## src/rtl/shift_add_multiplier.sv

```systemverilog
`default_nettype none
// ============================================================================
// Module   : shift_add_multiplier
// Purpose  : Sequential 8x8 unsigned multiplier. It accepts an operand pair on
//            a start pulse and performs one add-and-shift iteration per clock
//            through a single 8-bit ripple-carry adder with a 9-bit sum. The
//            16-bit product is returned together with a one-cycle done pulse.
// Ports    : clk     - rising-edge clock
//            rst     - synchronous, active-high reset
//            start   - request, sampled only while busy=0
//            a, b    - multiplicand / multiplier, captured on accept
//            busy    - high while iterations are in progress
//            done    - one-cycle pulse, product valid
//            product - result, held until the next completed multiply
// Options  : MULT_ZERO_SKIP_EN - when defined, a zero operand at accept time
//            goes straight to DONE with product 0 and never raises busy.
// Revision : 1.0 - initial release
// ============================================================================
module shift_add_multiplier #(
    parameter int WIDTH = 8
) (
    input  logic                 clk,
    input  logic                 rst,
    input  logic                 start,
    input  logic [WIDTH-1:0]     a,
    input  logic [WIDTH-1:0]     b,
    output logic                 busy,
    output logic                 done,
    output logic [2*WIDTH-1:0]   product
);

    // The adder datapath is fixed at 8 bits; any other width is rejected.
    generate
        if (WIDTH != 8) begin : g_width_check
            $error("shift_add_multiplier: WIDTH must be 8");
        end
    endgenerate

    typedef enum logic [1:0] {
        ST_IDLE = 2'd0,
        ST_RUN  = 2'd1,
        ST_DONE = 2'd2
    } state_t;

    localparam logic [3:0] c_last_iter = 4'd7;

    state_t             r_state;
    state_t             w_state_nxt;

    logic [WIDTH-1:0]   r_m;
    logic [WIDTH-1:0]   r_acc;
    logic [WIDTH-1:0]   r_q;
    logic [3:0]         r_cnt;
    logic [2*WIDTH-1:0] r_product;

    logic [WIDTH:0]     w_sum;
    logic [WIDTH:0]     w_carry;
    logic [WIDTH-1:0]   w_acc_nxt;
    logic [WIDTH-1:0]   w_q_nxt;
    logic               w_accept;
    logic               w_zero_skip;

    // ------------------------------------------------------------------
    // Ripple-carry adder: ACC + M, full 9-bit result (carry kept).
    // ------------------------------------------------------------------
    assign w_carry[0] = 1'b0;

    generate
        for (genvar gi = 0; gi < WIDTH; gi++) begin : g_adder
            assign w_sum[gi]      = r_acc[gi] ^ r_m[gi] ^ w_carry[gi];
            assign w_carry[gi+1]  = (r_acc[gi] & r_m[gi]) |
                                    (w_carry[gi] & (r_acc[gi] ^ r_m[gi]));
        end
    endgenerate

    assign w_sum[WIDTH] = w_carry[WIDTH];

    // One iteration: add M when the current multiplier bit is set, then
    // shift {carry/0, ACC, Q} right by one; the carry lands in ACC[7].
    always_comb begin
        w_acc_nxt = r_acc >> 1;
        w_q_nxt   = {r_acc[0], r_q[WIDTH-1:1]};
        if (r_q[0]) begin
            w_acc_nxt = w_sum[WIDTH:1];
            w_q_nxt   = {w_sum[0], r_q[WIDTH-1:1]};
        end
    end

`ifdef MULT_ZERO_SKIP_EN
    assign w_zero_skip = (a == '0) || (b == '0);
`else
    assign w_zero_skip = 1'b0;
`endif

    // A start is honoured in IDLE and in DONE (back-to-back), never in RUN.
    assign w_accept = start && (r_state != ST_RUN);

    // ------------------------------------------------------------------
    // FSM
    // ------------------------------------------------------------------
    always_ff @(posedge clk) begin
        if (rst) begin
            r_state <= ST_IDLE;
        end else begin
            r_state <= w_state_nxt;
        end
    end

    always_comb begin
        w_state_nxt = r_state;
        busy        = 1'b0;
        done        = 1'b0;
        case (r_state)
            ST_IDLE: begin
                if (w_accept) begin
                    w_state_nxt = w_zero_skip ? ST_DONE : ST_RUN;
                end
            end
            ST_RUN: begin
                busy = 1'b1;
                if (r_cnt == c_last_iter) begin
                    w_state_nxt = ST_DONE;
                end
            end
            ST_DONE: begin
                done = 1'b1;
                if (w_accept) begin
                    w_state_nxt = w_zero_skip ? ST_DONE : ST_RUN;
                end else begin
                    w_state_nxt = ST_IDLE;
                end
            end
            default: begin
                w_state_nxt = ST_IDLE;
            end
        endcase
    end

    // ------------------------------------------------------------------
    // Datapath
    // ------------------------------------------------------------------
    always_ff @(posedge clk) begin
        if (rst) begin
            r_m       <= '0;
            r_acc     <= '0;
            r_q       <= '0;
            r_cnt     <= '0;
            r_product <= '0;
        end else if (w_accept) begin
            r_m   <= a;
            r_q   <= b;
            r_acc <= '0;
            r_cnt <= '0;
            if (w_zero_skip) begin
                r_product <= '0;
            end
        end else if (r_state == ST_RUN) begin
            r_acc <= w_acc_nxt;
            r_q   <= w_q_nxt;
            r_cnt <= r_cnt + 4'd1;
            // The product is taken from the post-shift values of the last
            // iteration, so it is complete in the same edge that enters DONE.
            if (r_cnt == c_last_iter) begin
                r_product <= {w_acc_nxt, w_q_nxt};
            end
        end
    end

    assign product = r_product;

endmodule
`default_nettype wire

```

## config.mk

```make
export PLATFORM = sky130hd
export DESIGN_NAME = shift_add_multiplier
export DESIGN_NICKNAME = d
export VERILOG_FILES = /design/src/rtl/shift_add_multiplier.sv
export SDC_FILE = /design/constraint.sdc
export NUM_CORES = 1
export LEC_CHECK = 0
export CORE_MARGIN = 2
export CORE_UTILIZATION = 47
export DETAILED_ROUTE_END_ITERATION = 10
export MAX_ROUTING_LAYER = met4
export PLACE_DENSITY = 0.76
export SYNTH_ARGS = -nofsm -noshare
export SYNTH_HDL_FRONTEND = slang
export SYNTH_SLANG_ARGS = --single-unit
```

## constraint.sdc

```tcl
create_clock -name clk -period 3.4 [get_ports clk]
set_input_delay 0.51 -clock clk [delete_from_list [all_inputs] [get_ports clk]]
set_output_delay 0.51 -clock clk [all_outputs]
set_load 0.02 [all_outputs]
```

Word-level counts from Yosys, hierarchy flattened
Index checks and enable logic that the tools add are counted.
- flip-flop bits (word level): 46
- bits of input ports: 19
- word-level logic and storage cells: 67
- output and inout port bits: 18
- eq/ne operators: 6
- bitwise operators: 38
- $add $sub $neg: 1
- reduce and logical (&&, ||, !) cells: 6
- mux-type cells: 10
- operators by type and width (cell ; number):
    8-bit two-way mux ; 4
    1-bit AND ; 15
    1-bit bitwise XOR ; 15
    1-bit bitwise OR ; 7
    2-bit one-hot mux with 3 select lines ; 1
    4-bit by 1-bit adder with 4-bit output (second input constant) ; 1
    4-bit by 3-bit equality test with 1-bit output (second input constant) ; 1
    2-bit two-way mux ; 2
    2-bit != test (second input constant) ; 2
    1-bit two-way mux ; 3
    3-bit AND reduction ; 1
    2-bit by 1-bit equality test with 1-bit output (second input constant) ; 1
    2-bit equality test (second input constant) ; 1
    2-bit zero test ; 1
    2-bit by 1-bit != test with 1-bit output (second input constant) ; 1
    2-bit AND reduction ; 1
    2-bit nonzero test ; 1
    2-bit OR reduction ; 1
    1-bit logical AND ; 1
    1-bit inverter ; 1

Longest topological paths before layout
Gate-level depths: netlist (run 1).
- depth after elaboration: 16
- depth in mapped cells: 12

Worst setup path after synthesis (run 1)
Ideal clock, no wire load.
- path kind: flip-flop to flip-flop
- start: reg r_m[0]
- end: reg r_product[14], in the netlist product[14]
- period minus slack after synthesis: 3447 ps
- setup time: 86 ps
- data required time: 3314 ps
- arrival time: 3362 ps
- slack: -47 ps
- path buffers: 0
- stages on the path, launching flop included: 13
- path through: dfxtp_1 -> ha_1 -> fa_1 -> fa_1 -> fa_1 -> fa_1 -> inv_1 -> fa_1 -> inv_1 -> fa_1 -> fa_1 -> mux2i_1 -> a211oi_1
- word-level cells in the longest chain between the ends: 15
- RTL lines (item ; line ; source):
    start: declaration ; 50 ; logic [WIDTH-1:0] r_m;
    start signal: assignment ; 144 ; r_m <= '0;
    start signal: assignment ; 150 ; r_m <= a;
    1-bit AND ; 71 ; assign w_carry[gi+1] = (r_acc[gi] & r_m[gi]) |
    1-bit AND ; 72 ; (w_carry[gi] & (r_acc[gi] ^ r_m[gi]));
    1-bit bitwise OR ; 71 ;
    1-bit AND ; 72 ;
    1-bit bitwise OR ; 71 ;
    1-bit AND ; 72 ;
    1-bit bitwise OR ; 71 ;
    1-bit AND ; 72 ;
    1-bit bitwise OR ; 71 ;
    1-bit AND ; 72 ;
    1-bit bitwise OR ; 71 ;
    1-bit AND ; 72 ;
    1-bit bitwise OR ; 71 ;
    1-bit bitwise XOR ; 70 ; assign w_sum[gi] = r_acc[gi] ^ r_m[gi] ^ w_carry[gi];
    8-bit two-way mux ; 83 ; if (r_q[0]) begin
    end signal: assignment ; 164 ; r_product <= {w_acc_nxt, w_q_nxt};
    end: declaration ; 54 ; logic [2*WIDTH-1:0] r_product;
Every way passes these cells.
A chain may end at the register's enable or synchronous reset.

Worst setup path in the final report (run 1)
- start: reg r_m[0]
- end: reg r_acc[6]
- word-level cells in the longest chain between the ends: 15
- RTL lines (item ; line ; source):
    1-bit AND ; 71 ;
    1-bit AND ; 72 ;
    1-bit bitwise OR ; 71 ;
    1-bit AND ; 72 ;
    1-bit bitwise OR ; 71 ;
    1-bit AND ; 72 ;
    1-bit bitwise OR ; 71 ;
    1-bit AND ; 72 ;
    1-bit bitwise OR ; 71 ;
    1-bit AND ; 72 ;
    1-bit bitwise OR ; 71 ;
    1-bit AND ; 72 ;
    1-bit bitwise OR ; 71 ;
    1-bit bitwise XOR ; 70 ;
    8-bit two-way mux ; 83 ;
    end signal: assignment ; 158 ; r_acc <= w_acc_nxt;
    end: declaration ; 51 ; logic [WIDTH-1:0] r_acc;
Every way passes these cells.

==> results of run 1 <==
## registers in the layout, indices dropped and copies added, names as in the netlist
signal / cells
product: 16
r_cnt: 4
r_acc: 8
r_m: 8
r_state: 2
r_q: 8
## cells by family after synthesis
group	synth area share, %
and+or+nand+nor	12.2
DFF	42.5
AOI/OAI and AO/OA	22.0
adders and majority gates	7.62
muxes	6.98
xor gates and xnor gates	0.808
buffers and inverters	7.90
## layer usage
metal | share of wire (%) | GRT usage [%] | routed length, um | vias to the layer above
met5 | 0 | - | 0 | -
met4 | 1.6 | 6.29 | 72 | 0
met3 | 3.1 | 3.06 | 141 | 7
met2 | 49 | 29.1 | 2220 | 28
met1 | 46 | 26.4 | 2060 | 810
li1 | - | - | - | 827
## cells in the mapped netlist (3+ instances only)
cell type | count | area (um^2)
inv_1 | 5 | 18.8
a211oi_2 | 14 | 175
clkbuf_1 | 3 | 11.3
dfxtp_1 | 46 | 921
nand3_1 | 17 | 85.1
buf_4 | 9 | 67.6
nor2_1 | 18 | 67.6
a21oi_1 | 27 | 135
a211oi_1 | 6 | 45.0
o21ai_0 | 19 | 95.1
buf_2 | 3 | 15.0
nor2b_1 | 3 | 18.8
buf_6 | 3 | 33.8
nand2_1 | 5 | 18.8
fa_1 | 7 | 140
mux2i_1 | 14 | 140
## tightest hold or removal path: cells and delay by family, from the launching register on
family | cells | cell delay, ps
flops | 1 | 330
compound gates | 1 | 50
simple gates | 1 | 60
## power by group through the flow
stage / sequential, W / combinational (W) / clock, W
global placement: 0.000594 / 0.000135 / 0
CTS: 0.000582 / 0.000140 / 0.000315
detailed placement: 0.000594 / 0.000139 / 0
global route: 0.000587 / 0.000154 / 0.000341
floorplan: 0.000586 / 0.000112 / 0
finish: 0.000583 / 0.000139 / 0.000310
## through the flow
step	hold WS, ps	util (%)	instance area (um^2)	setup TNS (ps)	setup WS (ps)
6_report	480	58.5	2580	0	72.3
5_1_grt	513	58.5	2580	-56.3	-28.9
3_3_place_gp	464	56.2	2480	-86.5	-45.1
2_1_floorplan	454	-	2170	0	31.0
4_1_cts	479	58.1	2570	0	22.2
3_5_place_dp	467	56.2	2480	-278	-152
## final cells by class
| class | count | area share, % |
|---|---|---|
| Clock buffer | 7 | 2.96 |
| Inverter | 7 | 1.11 |
| Multi-Input combinational cell | 147 | 42.8 |
| Sequential cell | 46 | 35.8 |
| Tap cell | 52 | 2.52 |
| Timing Repair Buffer | 39 | 14.8 |
## path summary, 6_finish.rpt
| kind | startpoint | to | slack (ps) |
|---|---|---|---|
| worst max-delay path | r_m[0] | r_acc[6] | 70 |
| worst max register to register | r_m[0] | r_acc[6] | 70 |
| worst min-delay path | r_cnt[1] | r_cnt[1] | 480 |
| worst min register to register | r_cnt[1] | r_cnt[1] | 480 |
## what timing repair did
action | CTS | global route
hold buffers | 0 | 0
pin swaps | 2 | 1
resized for setup | 5 | 4
setup endpoints to repair | 2 | 2
endpoints found under the hold margin | 0 | 0
==> metrics.md, run 1 <==
| Metric | Value |
|---|---|
| Status | `finished, final reports clean` |
| Period utilisation layout | `97.9%` |
| Top FF cell, synth | `dfxtp_1` |
| Yosys reg bits | `46` |
| Max Root-Sink Buffers | `2` |
| Iter 0 DRT Violations | `74` |
| WL/cell | `between 15 and 20 um` |
| Commonest non-fill, non-tap cell in the layout | `dfxtp_1` |
| Port bufs | `36` |
| Max-capacitance violation count | `0` |
| CP Capture Type | `flip-flop` |
| Syn_nets | `247` |
| DPL Wire Length | `roughly 3000 um` |
| Asr flop ratio synth | `0%` |
| Area of the multi-input gates | `1100 um^2` |
| Final Total Pwr | `0.00103 W` |
| Horiz. Die Dim | `71.9 um` |
| Setup Skew | `6.50 ps` |
| Placed cells | `291` |
| Fill count | `just under 400` |
| Switching power | `roughly 0.00027 W` |
| Worst path depth | `12` |
| Avg Cell Area, Syn | `9.90 um^2` |
| Sequential share of power | `56.5%` |
| Register Area | `923 um^2` |
| Syn Inst Count | `219` |
| CP Class | `reg2reg` |
| Worst-Margin Slew | `roughly 690 ps` |
| Crit Path Max Fanout | `2` |
| Area grow syn2layout | `19.0%` |
| Most frequent CP cell | `fa_2` |
| Core box area | `about 4400 um^2` |
| Max H-tree Level | `2` |
| Reg clk slew, reported paths | `80 ps` |
| Leakage | `0.886 nW` |
| Cts bufs inserted | `5` |
| Max VDD drop | `between 0.15 and 0.2 mV` |
| GPL Wtd Cong | `0.764` |
| Gate power share | `13.5%` |
| DRC viols | `0` |
| WP data arrival | `~3500 ps` |
| Crit path buf inv count | `2` |
| Worst Path Required | `between 3000 and 4000 ps` |
| Die area | `5170 um^2` |
| Clk_lat worst skew | `approximately 290 ps` |
| Share of cells above drive strength 1 | `15.9%` |
| Die height | `around 70 um` |
| Worst path max stage delay | `450 ps` |
| Vias | `1672` |
| Clock Sinks | `46` |
| First-pass GRT wire length | `7600 um` |
| ANT nets after route | `0` |
| Largest net degree at the start of global routing | `44` |
| Pwr per Cell Area | `400 nW/um^2` |
| Clock Power Share | `30.0%` |
| Total Wirelength | `4500 um` |
| Synth cell types | `33` |
| Final net count | `274` |
| Final setup fails | `0` |
| FP Rows | `24` |
| Post-Syn Area | `roughly 2200 um^2` |
| Vias/cell | `5.61` |
| Initial Utilization | `49.1%` |
| Final Non-Filler Cells | `around 300` |
| Worst hold path type | `reg2reg` |
| Max-slew violations | `0` |
| Diode count | `0` |
| Setup Buffers After CTS | `0` |
| Critical path's slowest cell | `fa_1` |
| Startpoint Class | `flip-flop` |
| Net Sw Frac | `a little over a quarter` |
| Initial antenna violation count | `0` |
| Worst r2r path cells | `12` |
| DR pass1 iterations | `4` |
| Top delay family on crit path | `adder cells` |
| Ports | `37` |
| Hold depth | `2` |
| CTS tree | `done` |
| Seq/Total Area, Yosys | `42.5%` |
| Crit-path cells | `ha_4, fa_2, fa_2, fa_2, fa_2, inv_2, fa_1, inv_1, fa_2, fa_1, mux2i_2, a211oi_2` |
| Max transition margin | `53.9%` |
| Most frequent cells in the layout | `dfxtp_1, clkdlybuf4s50_1, a21oi_1, o21ai_0, nor2_1` |
| Pint | `0.000764 W` |
| RSZ-0062 raised after global routing | `yes` |
| Yosys warns | `0` |
| Post-synth EDFFs | `0` |
| Vias in the first global route | `1582` |
| CTS Root Cell | `clkbuf_8` |
| Fmax | `301 MHz` |
| Min Tclk post-route | `3330 ps` |
| Total GRT Usage | `19.2%` |
| Final Hold Vio Count | `0` |
| Remaining Overflow, GRT | `0` |
(Power assumes the default switching activity.)
==> run 2, diff against run 1 <==
--- a/config.mk
+++ b/config.mk
@@ -6,10 +6,11 @@
 export NUM_CORES = 1
 export LEC_CHECK = 0
 export CORE_MARGIN = 2
-export CORE_UTILIZATION = 47
+export CORE_UTILIZATION = 37
 export DETAILED_ROUTE_END_ITERATION = 10
+export GPL_ROUTABILITY_DRIVEN = 0
 export MAX_ROUTING_LAYER = met4
-export PLACE_DENSITY = 0.76
+export PLACE_DENSITY = 0.62
 export SYNTH_ARGS = -nofsm -noshare
 export SYNTH_HDL_FRONTEND = slang
 export SYNTH_SLANG_ARGS = --single-unit
==> run 2 against run 1 <==
  * Maximum frequency fell by 0.64%
  * Clock skew fell by 1.3 ps
  * Count of clock-buffer cells in the layout fell by 1
  * Sequential cell count did not move
  * Cell count rose by 7.4%
  * Clock power rose by 57%
  * Worst setup slack got worse by 22 ps
  * Cell area rose by 3.9%
  * Sequential power barely moved
  * Largest power group unchanged
  * Critical path type unchanged
  * Via count fell by 0.42%
  * Combinational power barely moved
==> metrics.md, run 2 (synthesized netlist as in run 1, its figures left out) <==
| Metric | Value |
|---|---|
| Final Hold Vio Count | `0` |
| Setup Skew | `5.20 ps` |
| Vias in the first global route | `roughly 1600` |
| Max VDD drop | `0.211 mV` |
| Remaining Overflow, GRT | `0` |
| Die height | `~81 um` |
| Max FFs per register | `16` |
| Leakage | `0.923 nW` |
| TNS Setup | `0 ps` |
| Max Root-Sink Buffers | `2` |
| Port bufs | `36` |
| Final net count | `about 280` |
| Crit Path Max Fanout | `2` |
| Die area | `6490 um^2` |
| Most frequent cells in the layout | `dfxtp_1, clkdlybuf4s50_1, a21oi_1, o21ai_0, nor2_1` |
| Initial Utilization | `about two fifths` |
| Max-capacitance violation count | `0` |
| FP Rows | `27` |
| WP data arrival | `3490 ps` |
| Setup WS post-layout | `50.7 ps` |
| CTS Root Cell | `clkbuf_8` |
| Max transition margin | `50.9%` |
| Total GRT Usage | `15.5%` |
| Pwr per Cell Area | `452 nW/um^2` |
| Final setup fails | `0` |
| Period utilisation layout | `approximately 99%` |
| Vias/cell | `5.20` |
| Startpoint Class | `flip-flop` |
| Vias | `roughly 1700` |
| DR pass1 iterations | `4` |
| Worst Path Required | `3540 ps` |
| RSZ-0062 raised after global routing | `yes` |
| Clock Sinks | `46` |
| Cts bufs inserted | `5` |
| Clk_lat worst skew | `290 ps` |
| Horiz. Die Dim | `~81 um` |
| Setup Buffers After CTS | `0` |
| Fmax | `299 MHz` |
| Fill count | `556` |
| Initial antenna violation count | `0` |
| Commonest non-fill, non-tap cell in the layout | `dfxtp_1` |
| ANT nets after route | `0` |
| WL/cell | `14.2 um` |
| CTS tree | `done` |
| Min Tclk post-route | `3350 ps` |
| Max-slew violations | `0` |
| DPL Wire Length | `3020 um` |
| Max H-tree Level | `2` |
| Largest net degree at the start of global routing | `43` |
| Dpl ws | `-95.4 ps` |
| CP Class | `reg2reg` |
| Ports | `37` |
| Diode count | `0` |
| Share of cells above drive strength 1 | `a little under a fifth` |
| First-pass GRT wire length | `about 7600 um` |
| CP Capture Type | `flip-flop` |
| Worst-Margin Slew | `737 ps` |
| Final Non-Filler Cells | `320` |
| Status | `finished, final reports clean` |
| Placed cells | `312` |
| Reg clk slew, reported paths | `80 ps` |
| Worst hold path type | `reg2reg` |
| Worst hold margin | `480 ps` |
| Core box area | `5570 um^2` |
| Total Wirelength | `about 4500 um` |
| Area grow syn2layout | `23.7%` |
| DRC viols | `0` |
| Iter 0 DRT Violations | `57` |
run 2: changes by cell type in the layout (fill, tap and decap cells not counted):
| cell | previous run | this run |
|---|---|---|
| inv_2 | 2 | 3 |
| inv_1 | 4 | 3 |
| clkbuf_8 | 5 | 6 |
| fa_1 | 2 | 1 |
| fa_2 | 5 | 6 |
| buf_4 | 3 | 4 |
| clkbuf_1 | 2 | 0 |
| bufinv_16 | 0 | 2 |
run 2: final cells by class:
class	instances	area, um^2	share of cell area [%]
clock inverters	2	60.1	2.24
clock buffers	6	82.6	3.08
multi-input cells	147	1110	41.3
inverters	7	28.8	1.07
repair buffers	40	390	14.6
well taps	72	90.1	3.36
flip-flops and latches	46	923	34.4
run 2: worst paths after layout:
kind           endpoint  depth (start not counted)        from  slack, ps
min          product[0]                          2  product[0]        480
min reg2reg  product[0]                          2  product[0]        480
max reg2reg    r_acc[6]                         12    r_acc[0]         50
max            r_acc[6]                         12    r_acc[0]         50
run 2: per-layer routing:
| metal | global-route usage (%) | vias up | wire [um] |
|---|---|---|---|
| li1 | - | 829 | - |
| met1 | 19.7 | 805 | 2220 |
| met2 | 25.4 | 29 | 2160 |
| met3 | 3.03 | 2 | 133 |
| met4 | 4.07 | 0 | 36 |
| met5 | - | - | 0 |
run 2: timing repair:
| action | 4_1_cts | 5_1_grt |
|---|---|---|
| endpoints found under the setup margin | 2 | 2 |
| pin swaps | 1 | 0 |
| gates resized for setup | 6 | 5 |
| hold buffers | 0 | 0 |
run 2: through the flow:
stage               total power [W]  cell area [um^2]  util (%)
detailed placement         0.000735              2510      45.1
floorplan                  0.000698              2170         -
finish                      0.00121              2680      48.1
CTS                         0.00123              2670      47.9
global placement           0.000733              2510      45.1
global route                0.00127              2680      48.1
run 2: power by group:
part | switching [W] | internal, W | leakage [nW]
clock network | 0.000175 | 0.000313 | 0.0714
registers | 0.0000235 | 0.000560 | 0.376
logic | 0.0000769 | 0.0000631 | 0.476
run 2: critical path: stages (launching register included):
cell,delay [ps]
dfxtp_2,350
ha_4,160
fa_2,330
fa_2,340
fa_2,340
fa_2,340
inv_2,60
fa_2,180
inv_2,40
fa_2,320
fa_1,450
mux2i_2,200
a211oi_2,90
==> run 3, diff against run 2 <==
--- a/config.mk
+++ b/config.mk
@@ -5,12 +5,11 @@
 export SDC_FILE = /design/constraint.sdc
 export NUM_CORES = 1
 export LEC_CHECK = 0
-export CORE_MARGIN = 2
 export CORE_UTILIZATION = 37
 export DETAILED_ROUTE_END_ITERATION = 10
 export GPL_ROUTABILITY_DRIVEN = 0
 export MAX_ROUTING_LAYER = met4
-export PLACE_DENSITY = 0.62
+export PLACE_DENSITY = 0.6
 export SYNTH_ARGS = -nofsm -noshare
 export SYNTH_HDL_FRONTEND = slang
 export SYNTH_SLANG_ARGS = --single-unit
==> constraint.sdc (replaced) <==
create_clock -name clk -period 4 [get_ports clk]
set_input_delay 0.6 -clock clk [delete_from_list [all_inputs] [get_ports clk]]
set_output_delay 0.6 -clock clk [all_outputs]
set_load 0.02 [all_outputs]
==> run 3 against run 2 <==
  * Die area fell by 4.9%
  * Sequential power fell by 15%
  * Register-to-register slack improved by 310 ps
  * Sequential share of layout area rose by 1.2 points
  * Non-clock buffer count fell by 2
  * Combinational power fell by 19%
  * Via count fell by 2.5%
  * Largest power group unchanged
==> metrics.md, run 3 (synthesized netlist as in run 1, its figures left out) <==
| Metric | Value |
|---|---|
| Remaining Overflow, GRT | `0` |
| Startpoint Class | `flip-flop` |
| Die height | `78.6 um` |
| Commonest non-fill, non-tap cell in the layout | `dfxtp_1` |
| Clk_lat worst skew | `~300 ps` |
| ANT nets after route | `0` |
| Post-route cell area | `about 2600 um^2` |
| Leakage | `between 0.9 and 1 nW` |
| CP Class | `reg2reg` |
| Diode count | `0` |
| Total Wirelength | `around 4300 um` |
| Iter 0 DRT Violations | `98` |
| TNS Setup | `0 ps` |
| CTS Root Cell | `clkbuf_8` |
| Setup Buffers After CTS | `0` |
| CTS tree | `done` |
| Max FFs per register | `16` |
| Vias/cell | `5.11` |
| Largest net degree at the start of global routing | `44` |
| DR pass1 iterations | `6` |
| Vias | `1624` |
| Final setup fails | `0` |
| Fmax | `275 MHz` |
| Clock Sinks | `46` |
| Max Root-Sink Buffers | `2` |
| Reg clk slew, reported paths | `90 ps` |
| Min Tclk post-route | `3640 ps` |
| Max H-tree Level | `2` |
| Area grow syn2layout | `19.1%` |
| Die area | `between 6000 and 7000 um^2` |
| Post_cts resized | `0` |
| Status | `finished, final reports clean` |
| Period utilisation layout | `91.0%` |
| WL/cell | `between 10 and 15 um` |
| Placed cells | `310` |
| Pwr per Cell Area | `349 nW/um^2` |
| Vias in the first global route | `1602` |
| Max-slew violations | `0` |
| CTS Hold Bufs | `0` |
| Final Non-Filler Cells | `318` |
| WP data arrival | `3850 ps` |
| Ports | `37` |
| Initial antenna violation count | `0` |
| Share of cells above drive strength 1 | `12.2%` |
| DP Area | `2490 um^2` |
| Max-capacitance violation count | `0` |
| Core box area | `between 5000 and 6000 um^2` |
| Worst hold path type | `reg2reg` |
| First-pass GRT wire length | `7620 um` |
| Port bufs | `36` |
| Horiz. Die Dim | `78.6 um` |
| Max transition margin | `53.9%` |
| Cts bufs inserted | `5` |
| Max VDD drop | `0.187 mV` |
| Initial Utilization | `38.9%` |
| Worst hold margin | `~470 ps` |
| Final net count | `273` |
| Crit Path Max Fanout | `3` |
| RSZ-0062 raised after global routing | `no` |
| Total GRT Usage | `between 15 and 20%` |
| Worst Path Required | `4220 ps` |
| Most frequent cells in the layout | `dfxtp_1, clkdlybuf4s50_1, a21oi_1, o21ai_0, nor2_1` |
| DPL Wire Length | `around 2800 um` |
| Setup Skew | `~8.0 ps` |
| CP Capture Type | `flip-flop` |
| Worst-Margin Slew | `691 ps` |
| Final Hold Vio Count | `0` |
| DRC viols | `0` |
| Final Total Pwr | `0.000901 W` |
| FP Rows | `27` |
-- run 3: area by class of cell --
cell class	instances	area [um^2]
sequential	46	921
clock buffer	7	86.3
multi-input combinational	147	1080
timing repair buffer	38	375
tap	72	90.1
clock inverter	1	5.00
fill	560	2990
inverter	7	28.8
-- run 3: path summary, 6_finish.rpt --
path	from	endpoint	slack, ps	cells after the start
hold reg to reg	product[12]	product[12]	470	2
hold / removal	product[12]	product[12]	470	2
setup reg to reg	r_acc[0]	product[14]	360	12
setup / recovery	r_acc[0]	product[14]	360	12
-- run 3: stage by stage --
stage / util [%] / worst slack [ps]
final: 46.3 / 361
after global routing: 46.3 / 185
after CTS: 46.3 / 347
after detailed placement: 44.7 / 372
after global placement: 44.7 / 464
after floorplan: - / 553
-- run 3: worst max-delay path: stages (launching register included) --
cell      delay (ps)
dfxtp_1          340
ha_1             190
fa_1             390
fa_1             390
fa_1             400
fa_1             380
inv_1             70
fa_1             150
inv_1             50
fa_1             370
fa_1             480
mux2i_1           90
a211oi_1         260
-- run 3: power by group --
part / leakage, nW / internal, W / switching (W) / total (W)
clock network: 0.0482 / 0.000140 / 0.000152 / 0.000292
registers: 0.375 / 0.000476 / 0.0000186 / 0.000494
logic: 0.481 / 0.0000507 / 0.0000638 / 0.000114
total: 0.904 / 0.000666 / 0.000235 / 0.000901
-- run 3: routing by layer --
| metal | vias to the layer above | global-route usage [%] | share of wire, % |
|---|---|---|---|
| met3 | 4 | 4.53 | 3.2 |
| met2 | 29 | 25.4 | 47 |
| met5 | - | - | 0 |
| met4 | 0 | 2.78 | 0.63 |
| met1 | 762 | 20.4 | 49 |
| li1 | 829 | - | - |
